$ cat src/rtl/mem_arb_pkg.sv
// Shared types for the unified-memory port arbiter: FSM state and transaction owner.
package mem_arb_pkg;

    typedef enum logic [1:0] {
        IDLE   = 2'd0,
        ISSUE  = 2'd1,
        WAIT_R = 2'd2
    } arbState_t;

    typedef enum logic {
        OWN_IF = 1'b0,
        OWN_DM = 1'b1
    } owner_t;

    localparam int STALL_CNT_W = 32;

endpackage

$ cat src/rtl/sat_counter.sv
// Saturating up-counter with increment enable; sticks at all-ones instead of wrapping.
module sat_counter #(
    parameter int W = 32
) (
    input  logic         clk,
    input  logic         clr_n,
    input  logic         inc,
    output logic [W-1:0] count
);

    logic [W-1:0] cnt;

    always_ff @(posedge clk or negedge clr_n) begin
        if (!clr_n) begin
            cnt <= '0;
        end else if (inc && (cnt != '1)) begin
            cnt <= cnt + W'(1);
        end
    end

    assign count = cnt;

endmodule

$ cat src/rtl/mem_port_arbiter.sv
// Serialises fetch and data accesses onto one memory port, one transaction at a time,
// and stalls the pipeline until every active requester of the current cycle is served.
module mem_port_arbiter
    import mem_arb_pkg::*;
#(
    parameter int ADDR_W = 32,
    parameter int DATA_W = 32
) (
    input  logic              clk,
    input  logic              clr_n,
    input  logic              if_req,
    input  logic [ADDR_W-1:0] if_addr,
    output logic [DATA_W-1:0] if_rdata,
    output logic              if_served,
    input  logic              dm_req,
    input  logic              dm_we,
    input  logic [ADDR_W-1:0] dm_addr,
    input  logic [DATA_W-1:0] dm_wdata,
    output logic [DATA_W-1:0] dm_rdata,
    output logic              dm_served,
    output logic              pipe_stall,
    output logic              mem_valid,
    input  logic              mem_ready,
    output logic              mem_we,
    output logic [ADDR_W-1:0] mem_addr,
    output logic [DATA_W-1:0] mem_wdata,
    input  logic              mem_rvalid,
    input  logic [DATA_W-1:0] mem_rdata,
    output logic [31:0]       stall_cycles
);

    arbState_t state;
    owner_t    owner;
    logic      ifPend;
    logic      dmPend;

    assign ifPend     = if_req & ~if_served;
    assign dmPend     = dm_req & ~dm_served;
    assign pipe_stall = ifPend | dmPend;

    always_ff @(posedge clk or negedge clr_n) begin
        if (!clr_n) begin
            state     <= IDLE;
            owner     <= OWN_IF;
            mem_valid <= 1'b0;
            mem_we    <= 1'b0;
            mem_addr  <= '0;
            mem_wdata <= '0;
            if_rdata  <= '0;
            dm_rdata  <= '0;
            if_served <= 1'b0;
            dm_served <= 1'b0;
        end else begin
            // Pipeline advances at this edge; a served flag set below still wins.
            if (!pipe_stall) begin
                if_served <= 1'b0;
                dm_served <= 1'b0;
            end
            case (state)
                IDLE: begin
                    if (pipe_stall) begin
                        if (dmPend) begin
                            owner     <= OWN_DM;
                            mem_we    <= dm_we;
                            mem_addr  <= dm_addr;
                            mem_wdata <= dm_wdata;
                            mem_valid <= 1'b1;
                            state     <= ISSUE;
                        end else begin
                            owner     <= OWN_IF;
                            mem_we    <= 1'b0;
                            mem_addr  <= if_addr;
                            mem_wdata <= '0;
                            mem_valid <= 1'b1;
                            state     <= ISSUE;
                        end
                    end
                end
                ISSUE: begin
                    if (mem_ready) begin
                        mem_valid <= 1'b0;
                        if (mem_we) begin
                            dm_served <= 1'b1;
                            state     <= IDLE;
                        end else begin
                            state <= WAIT_R;
                        end
                    end
                end
                WAIT_R: begin
                    if (mem_rvalid) begin
                        if (owner == OWN_DM) begin
                            dm_rdata  <= mem_rdata;
                            dm_served <= 1'b1;
                        end else begin
                            if_rdata  <= mem_rdata;
                            if_served <= 1'b1;
                        end
                        state <= IDLE;
                    end
                end
                default: state <= IDLE;
            endcase
        end
    end

    sat_counter #(.W(STALL_CNT_W)) uStallCnt (
        .clk   (clk),
        .clr_n (clr_n),
        .inc   (pipe_stall),
        .count (stall_cycles)
    );

endmodule

$ cat config.mk
export PLATFORM = sky130hd
export DESIGN_NAME = mem_port_arbiter
export DESIGN_NICKNAME = d
export VERILOG_FILES = /design/src/rtl/mem_arb_pkg.sv /design/src/rtl/sat_counter.sv /design/src/rtl/mem_port_arbiter.sv
export SDC_FILE = /design/constraint.sdc
export NUM_CORES = 1
export LEC_CHECK = 0
export ABC_AREA = 1
export BUFFER_PORTS_ARGS = -buffer_cell sky130_fd_sc_hd__buf_2
export CAP_MARGIN = 40
export CORE_AREA = 2 2 117 142
export DETAILED_ROUTE_END_ITERATION = 10
export DIE_AREA = 0 0 119 144
export PLACE_DENSITY = 0.8
export SYNTH_ARGS = -nofsm -noshare
export SYNTH_HDL_FRONTEND = slang
export SYNTH_SLANG_ARGS = --single-unit
$ cat constraint.sdc
create_clock -name clk -period 2.04 [get_ports clk]
set_clock_uncertainty 0.05 [all_clocks]
set_input_delay 0.102 -clock clk [delete_from_list [all_inputs] [get_ports clk]]
set_output_delay 0.102 -clock clk [all_outputs]
set_load 0.005 [all_outputs]
==> metrics <==
worst path required time=2.32 ns; Residual DRC=0; Worst Setup End Kind=flip-flop; Yosys reg bits=167; Core ar.=15890 um2; Layout Cells excl Fill=1596; setup violators final=0; final std cell area, no fill=11370 um2; yosys warns=0; Routed WL=25940 um; Layout area overhead=49.25%; final worst slack=0.1011 ns; Final period util=95.04%; Via Count=8323; DR vias/cell=5.215; first-pass GRT wire length=39900 um; Avg Cell Area, Syn=8.080 um2; share of cells above drive strength 1=26.81%; port bufs=299; Post-synth EDFFs=0; wire per inst=16.25 um; Skew-Pair Late Insertion Delay=0.43 ns; antenna violations before repair=0; max-slew violations=0; Sink Count=167; Top Metal Used=met4; Worst Tran Pin Value=0.6123 ns; total congestion overflow=0; Tightest Hold Check Type=in2reg; final hold violations=0; Final nets=1510; Post-Place Cells=1425; synthesized instance count=943; Peak Freq=0.5158 GHz; DR WL met2=13270 um; post-layout minimum cycle time=1.939 ns; largest net degree at the start of global routing=65; Synth async-reset ratio=100.0%; MaxCap Viol Count=0; Die Span X=119 um; Startpoint Class=flip-flop; area of the mapped netlist=7620 um2; CTS root buffer=clkbuf_16; Slew headroom=59.18%; most frequent cells in the layout=nand2_1 (347), buf_2 (298), dfrtp_1 (167); Post-DRT Antenna Nets=0; routability cong.=0.9058; pre-CTS setup slack=0.1152 ns; clk buf depth=2; status=finished, final reports clean; DPL Wire Length=15000 um; Worst VDD drop=0.0008515 V; diode count=0; Clock transition at path regs=0.07 ns; commonest non-fill, non-tap cell in the layout=nand2_1; Cell Rows=51; Post-synth top flop=dfrtp_1; register area share after synthesis=54.84%; total CTS buffers=17; Hold WS=0.02972 ns; TritonRoute pass-1 iters=5; die area=17140 um2; initial core utilization=47.96%; Critical Path AT=2.22 ns; P_leak=6.000 nW; Post-Syn Nets=1082; all-layer global routing usage=29.32%; CP max FO=31; I/O Pins=300; Metal-1 WL=9530 um; sum of negative setup slack=0 ns; vias in the first global route=8331; Power Density=1202 nW/um2; DP Area=9392 um2; htree depth=4; Final Util=71.57%; Die H=144 um; kind of critical path=reg2reg; CTS tree=yes; initial drt markers=589; Synth cell types=24; total power=13.67 mW; met3 WL=1582 um
cells by family after synthesis:
group           share of synthesized area (%)
compound gates                          9.901
fa+ha+maj                              0.6568
buf+inv                                 6.470
simple gates                            26.52
xor+xnor                                1.609
flops                                   54.84
power breakdown:
| group | leakage, nW | switching [mW] | internal, mW |
|---|---|---|---|
| Sequential | 2.11 | 0.775 | 4.61 |
| Combinational | 3.62 | 2.89 | 2.17 |
| Clock | 0.277 | 1.49 | 1.74 |
| Total | 6.00 | 5.15 | 8.52 |
synthesized netlist by cell type, types with 7 or more instances:
cell type  instances  share of area [%]
a31oi_1           32                2.6
dfrtp_1          167                 55
buf_2              8               0.53
nand2_1          347                 17
clkbuf_1          29                1.4
xnor2_1            7               0.80
nor2_1            82                4.0
xor2_1             7               0.80
nand3_1           54                3.5
o21ai_0          107                7.0
inv_1             70                3.4
flip-flops by register name, summed over array words and instances (netlist names):
name and flops:
owner 1, if_rdata 32, mem_we 1, if_served 1
mem_wdata 32, dm_rdata 32, dm_served 1, mem_valid 1
state 2, uStallCnt.count 32, mem_addr 32
worst max-delay path, cell delays in order (launching register included):
cell	delay (ns)
dfrtp_1	0.40
inv_1	0.06
nand2_1	0.08
nand2_1	0.14
clkinvlp_4	0.25
nor2_4	0.30
buf_12	0.23
nor2_1	0.08
a31oi_1	0.22
final cells by class:
cell class              count  area, um2
clock buffers              18      429.2
clock inverters            14      155.1
fillers                  1139       4517
inverters                  71      272.8
multi-input cells         659       2979
flip-flops and latches    167       4179
well taps                 212      265.3
repair buffers            455       3092
metal layers:
| metal | track usage [%] | up-vias |
|---|---|---|
| met3 | 5.757 | 131 |
| met1 | 32.80 | 3909 |
| met2 | 50.73 | 433 |
| met4 | 20.18 | 0 |
| li1 | - | 3850 |
| met5 | 0 | - |
path summary, 6_finish.rpt:
kind                                   from                  to  slack [ns]  cells after the start
worst max-delay path              dm_served         mem_addr[8]        0.10                      8
worst min-delay path              mem_ready           dm_served        0.03                      4
worst max register to register    dm_served         mem_addr[8]        0.10                      8
worst min register to register  dm_rdata[8]         dm_rdata[8]        0.43                      2
max in group asynchronous             clr_n  uStallCnt.count[1]        1.07                      3
min in group asynchronous             clr_n  uStallCnt.count[6]        0.20                      2
repair_timing:
| action | in CTS | in global routing |
|---|---|---|
| endpoints found under the setup margin | 0 | 27 |
| resized for setup | 0 | 2 |
| setup buffers | 0 | 7 |
| hold buffers | 130 | 0 |
| endpoints found under the hold margin | 186 | 0 |
Note: power is estimated with default switching activity, not from simulation.
